$ cat config.mk
export PLATFORM = sky130hd
export DESIGN_NAME = uart_tx_scheduler
export DESIGN_NICKNAME = d
export VERILOG_FILES = /design/src/rtl/uart_tx_scheduler.sv
export SDC_FILE = /design/constraint.sdc
export NUM_CORES = 1
export LEC_CHECK = 0
export CORE_ASPECT_RATIO = 0.6
export CORE_UTILIZATION = 45
export DETAILED_ROUTE_END_ITERATION = 10
export PLACE_DENSITY = 0.76
export SLEW_MARGIN = 30
export SYNTH_ARGS = -nofsm -noshare
export SYNTH_HDL_FRONTEND = slang
export SYNTH_SLANG_ARGS = --single-unit
$ cat constraint.sdc
create_clock -name tx_clk -period 3.2 [get_ports tx_clk]
set_clock_uncertainty 0.2 [all_clocks]
set_input_delay 0.64 -clock tx_clk [delete_from_list [all_inputs] [get_ports tx_clk]]
set_output_delay 0.64 -clock tx_clk [all_outputs]
set_load 0.02 [all_outputs]
$ cat src/rtl/uart_tx_scheduler.sv
// Round-robin arbiter that shares one UART transmit serializer among NUM_REQ byte producers.
// It tracks the serializer's busy handshake, inserts an idle gap between frames and flags a serializer that never goes busy.
module uart_tx_scheduler #(
  parameter  int NUM_REQ      = 4,
  parameter  int GAP_CYCLES   = 1,
  parameter  int BUSY_TIMEOUT = 4,
  localparam int IW           = (NUM_REQ > 1) ? $clog2(NUM_REQ) : 1
) (
  input  logic                   tx_clk,
  input  logic                   rst,
  input  logic [NUM_REQ-1:0]     req_valid,
  input  logic [8*NUM_REQ-1:0]   req_data,
  output logic [NUM_REQ-1:0]     req_ready,
  output logic [7:0]             tx_data,
  output logic                   tx_start,
  input  logic                   tx_busy,
  output logic [IW-1:0]          grant_id,
  output logic                   active,
  output logic                   err_timeout,
  input  logic                   err_clear
);

  typedef enum logic [2:0] {IDLE, START, WAIT_BUSY, WAIT_DONE, GAP} state_t;

  localparam logic [15:0] TO_LAST  = 16'(BUSY_TIMEOUT - 1);
  localparam logic [15:0] GAP_LAST = 16'(GAP_CYCLES - 1);

  state_t        state;
  logic [IW-1:0] ptr;
  logic [15:0]   cnt;

  logic [7:0]    bytes [NUM_REQ];
  logic          found_hi, found_lo, any_valid;
  logic [IW-1:0] win_hi, win_lo, win;

  always_comb begin
    for (int unsigned i = 0; i < NUM_REQ; i++) begin
      bytes[i] = req_data[8*i +: 8];
    end
  end

  // Rotating priority: first valid above ptr wins, otherwise wrap to the lowest valid at or below ptr.
  always_comb begin
    found_hi = 1'b0;
    found_lo = 1'b0;
    win_hi   = '0;
    win_lo   = '0;
    for (int unsigned i = 0; i < NUM_REQ; i++) begin
      if (req_valid[i]) begin
        if (i > 32'(ptr)) begin
          if (!found_hi) begin
            found_hi = 1'b1;
            win_hi   = IW'(i);
          end
        end else if (!found_lo) begin
          found_lo = 1'b1;
          win_lo   = IW'(i);
        end
      end
    end
    win       = found_hi ? win_hi : win_lo;
    any_valid = found_hi | found_lo;
  end

  always_comb begin
    req_ready = '0;
    if (state == IDLE && any_valid) req_ready[win] = 1'b1;
  end

  always_ff @(posedge tx_clk) begin
    if (!rst) begin
      state       <= IDLE;
      tx_start    <= 1'b0;
      tx_data     <= '0;
      grant_id    <= '0;
      active      <= 1'b0;
      err_timeout <= 1'b0;
      ptr         <= IW'(NUM_REQ - 1);
      cnt         <= '0;
    end else begin
      tx_start <= 1'b0;
      // A timeout set later in this block overrides a simultaneous clear.
      if (err_clear) err_timeout <= 1'b0;
      unique case (state)
        IDLE: begin
          if (any_valid) begin
            tx_data  <= bytes[win];
            grant_id <= win;
            ptr      <= win;
            tx_start <= 1'b1;
            active   <= 1'b1;
            state    <= START;
          end
        end
        START: begin
          cnt   <= '0;
          state <= WAIT_BUSY;
        end
        WAIT_BUSY: begin
          if (tx_busy) begin
            state <= WAIT_DONE;
          end else if (cnt == TO_LAST) begin
            err_timeout <= 1'b1;
            cnt         <= '0;
            state       <= GAP;
          end else begin
            cnt <= cnt + 16'd1;
          end
        end
        WAIT_DONE: begin
          if (!tx_busy) begin
            cnt   <= '0;
            state <= GAP;
          end
        end
        GAP: begin
          if (GAP_CYCLES == 0 || cnt == GAP_LAST) begin
            active <= 1'b0;
            state  <= IDLE;
          end else begin
            cnt <= cnt + 16'd1;
          end
        end
        default: state <= IDLE;
      endcase
    end
  end

endmodule

==> impl_metrics.py <==
metrics = {
    "timing": {
        "fmaxAchievable_mhz": 325,
        "fin_crit_ps": 3080,
        "finalSetupViolations": 0,
        "slew_headroom": 0.568,
        "finalCritPeriodShare": 0.962,
        "slew_violations": 0,
        "rsz0062_at_grt": "false",
        "worst_slack_ps": 120,
        "tightestPinTransition_ps": 642,
        "hold_viol_final": 0,
    },
    "setup_path": {
        "rr_endpoint": "cnt[3]",
        "crit_family": "buffers and inverters",
        "required_ps": 2360,
        "path_cells": "clkdlybuf4s50_1, nor2_1, a211o_1, or2_2, nor3b_1, clkbuf_2",
        "critical_path_depth": 6,
        "crit_arrival_ps": 2240,
        "crit_path_max_fanout": 4,
        "worst_path_max_delay_cell": "clkdlybuf4s50_1",
        "crit_type": "input port to output pin",
        "cp_num_buf_inv": 2,
        "ff2ff_path_depth": 5,
        "critPathLaunch": "req_valid[3]",
        "end_kind": "output pin",
        "r2r_start": "cnt[5]",
        "slowest_delay_ps": 530,
        "start_kind": "input port",
        "reg2reg_slack_ps": 820,
    },
    "logic_synthesis": {
        "ys_seq_area_frac": 0.345,
        "avgSynthCellArea_um2": 8.58,
        "synthTopCellsByArea": "dfxtp_1, nand3_1, mux2i_1",
        "syn_nets": 272,
        "ys_seq_elements": 34,
        "synth_top_area_frac": 0.345,
        "synth_largest_area_cell": "dfxtp_1",
        "synth_cell_types": 48,
        "syn_area_mm2": 0.00197,
        "synthCells": 230,
        "yosysWarnings": 0,
    },
    "layout": {
        "syn_to_final_growth_pct": 38.5,
        "antenna_cells": 0,
        "utilization": 0.656,
        "finalInstanceArea_mm2": 0.00273,
        "finalNetCount": 336,
        "final_layout_size_suffix_gt1_frac": 0.159,
    },
    "floorplanning": {
        "die_area_mm2": 0.00467,
        "rows": 18,
        "coreArea_mm2": 0.00417,
        "die_w_um": 87.5,
        "die_y_um": 53.3,
        "initial_core_util": 0.474,
        "ios": 57,
    },
    "global_route": {
        "grt_max_degree": 19,
        "use_met3": 0.0593,
        "antenna_found_initial": 0,
        "grt_util_met1": 0.359,
        "use_met2": 0.322,
        "grt_pass1_vias": 1627,
        "grt_pass1_wl_um": 8300,
        "track_usage": 0.239,
        "grt.busiest_layer": "met1",
        "grt-ovfl-total": 0,
    },
    "drt": {
        "drc": 0,
        "dr.pass1.iters": 4,
        "routedWlPerCell_um": 15.0,
        "drt-vias-per-instance": 5.50,
        "drtIter0Drc": 105,
        "vias": 1951,
        "antenna_left": 0,
        "wl_um": 5310,
    },
    "min_path": {
        "min_from": "grant_id[1]",
        "min_to": "grant_id[1]",
        "min_path_type": "flip-flop to flip-flop",
        "holdPathStages": 2,
    },
    "clock_tree": {
        "post-cts-setup-buffers": 0,
        "clk_latency_ps": 290,
        "cts_buffers": 5,
        "cts.sinks": 34,
        "cts_tree": "done",
        "cts.clk_slew.worst_paths_ps": 70,
        "cts_root_buf": "clkbuf_8",
        "cts_hold_buf": 0,
        "cts.htree.levels": 2,
        "clock_path_buffers": 2,
    },
    "placement": {
        "post_dp_cell_area_mm2": 0.00266,
        "dp_slack_ps": -310,
        "place_congestion": 0.861,
        "place_hpwl_um": 3970,
        "io_buffers": 56,
    },
    "status": {
        "status": "finished, final reports clean",
    },
    "job": {
        "maxCapViolations": 0,
    },
    "power": {
        "power.leakage_nw": 1.03,
        "powerDensity_mw_per_mm2": 475,
        "vdd_drop_max_mv": 0.238,
    },
}
[worst register-to-register path, cell delays in order, from the launching register on]
cell and delay, ps:
dfxtp_1 360, or4_4 560, nor4_4 310, nand4_1 180, nand3_1 500, nor2_1 120
[layout by cell type, fill, tap and decap left out, types with 2 or more instances in the layout]
| cell type | count |
|---|---|
| clkdlybuf4s50_1 | 52 |
| nand3b_1 | 2 |
| nor3_1 | 3 |
| nor2_1 | 19 |
| nand3_1 | 30 |
| and2_1 | 4 |
| a31oi_1 | 2 |
| or3_1 | 5 |
| a21boi_0 | 3 |
| ha_1 | 2 |
| mux2_2 | 8 |
| nand2_1 | 6 |
| o2111ai_1 | 6 |
| a21oi_1 | 8 |
| nand2b_1 | 6 |
| buf_4 | 18 |
| o21ai_1 | 3 |
| nand4_1 | 2 |
| clkbuf_8 | 6 |
| clkbuf_2 | 4 |
| o21ai_0 | 7 |
| o31ai_1 | 2 |
| mux2i_1 | 9 |
| dfxtp_1 | 34 |
| a211o_1 | 2 |
| xor2_1 | 8 |
| o211ai_1 | 10 |
| or4_1 | 3 |
| and3_1 | 7 |
| inv_1 | 3 |
[synthesized netlist by cell type (all sizes together)]
| cell type | number |
|---|---|
| dfxtp | 34 |
| nand3 | 30 |
| nor2 | 20 |
| o21ai | 11 |
| clkbuf | 10 |
| o211ai | 10 |
| mux2i | 9 |
| a21oi | 8 |
| and3 | 8 |
| mux2 | 8 |
| xor2 | 8 |
| buf | 7 |
| nand2b | 7 |
| nand2 | 6 |
| o2111ai | 6 |
| or3 | 5 |
| and2 | 4 |
| or4 | 4 |
| a21boi | 3 |
| and4 | 3 |
| inv | 3 |
| nor3 | 3 |
| a211o | 2 |
| a31oi | 2 |
| ha | 2 |
| nand3b | 2 |
| nand4 | 2 |
| nor4 | 2 |
| o31ai | 2 |
| a2111oi | 1 |
| a21o | 1 |
| nor2b | 1 |
| nor3b | 1 |
| o211a | 1 |
| o21a | 1 |
| o22a | 1 |
| o22ai | 1 |
| or2 | 1 |
[power breakdown]
| part | switching, mW | internal (mW) | total (mW) | leakage, nW |
|---|---|---|---|---|
| combinational | 0.236 | 0.227 | 0.463 | 0.703 |
| clock | 0.159 | 0.174 | 0.333 | 0.0482 |
| sequential | 0.0368 | 0.467 | 0.504 | 0.278 |
| total | 0.432 | 0.868 | 1.30 | 1.03 |
[final cells by class]
| class | instances | area, um2 |
|---|---|---|
| Tap cell | 60 | 75.1 |
| Timing Repair Buffer | 74 | 676 |
| Clock inverter | 1 | 5.00 |
| Clock buffer | 7 | 86.3 |
| Multi-Input combinational cell | 176 | 1200 |
| Fill cell | 359 | 1430 |
| Sequential cell | 34 | 681 |
| Inverter | 3 | 11.3 |
[registers in the layout, summed over array words and instances, names as in the netlist]
name and flops:
active 1, cnt 16, err_timeout 1, grant_id 2, ptr 2, state 3, tx_data 8, tx_start 1
[metrics by stage]
step / setup TNS, ps / power, mW / hold slack [ps] / instances
final: 0 / 1.30 / 270 / 355
after global routing: 0 / 1.36 / 301 / 355
after CTS: 0 / 1.31 / 273 / 355
after detailed placement: -1140 / 0.980 / 263 / 347
after global placement: -1080 / 0.972 / 255 / 347
after floorplan: 0 / 0.758 / 265 / 230
[layer usage]
metal,vias to the layer above,wire (um)
met5,-,0
met4,0,63
met3,7,277
met2,43,2210
met1,925,2760
li1,976,-
[cell families after synthesis]
kind of cell / count (synthesis) / synth area share
compound gates: 50 / 0.181
xor+xnor: 8 / 0.0355
fa+ha+maj: 2 / 0.0127
buf+inv: 20 / 0.0507
flops: 34 / 0.345
mux: 17 / 0.0913
simple gates: 99 / 0.284
[worst max-delay path by stage]
stage,end,slack [ps]
floorplan,req_ready[1],280
global placement,req_ready[1],-290
detailed placement,req_ready[2],-310
CTS,req_ready[1],0.02
global route,req_ready[1],5
finish,req_ready[1],120
[timing repair]
action	CTS	global route
resized for setup	7	8
cloned	0	0
endpoints found under the setup margin	4	4
Note: power is estimated with default switching activity, not from simulation.
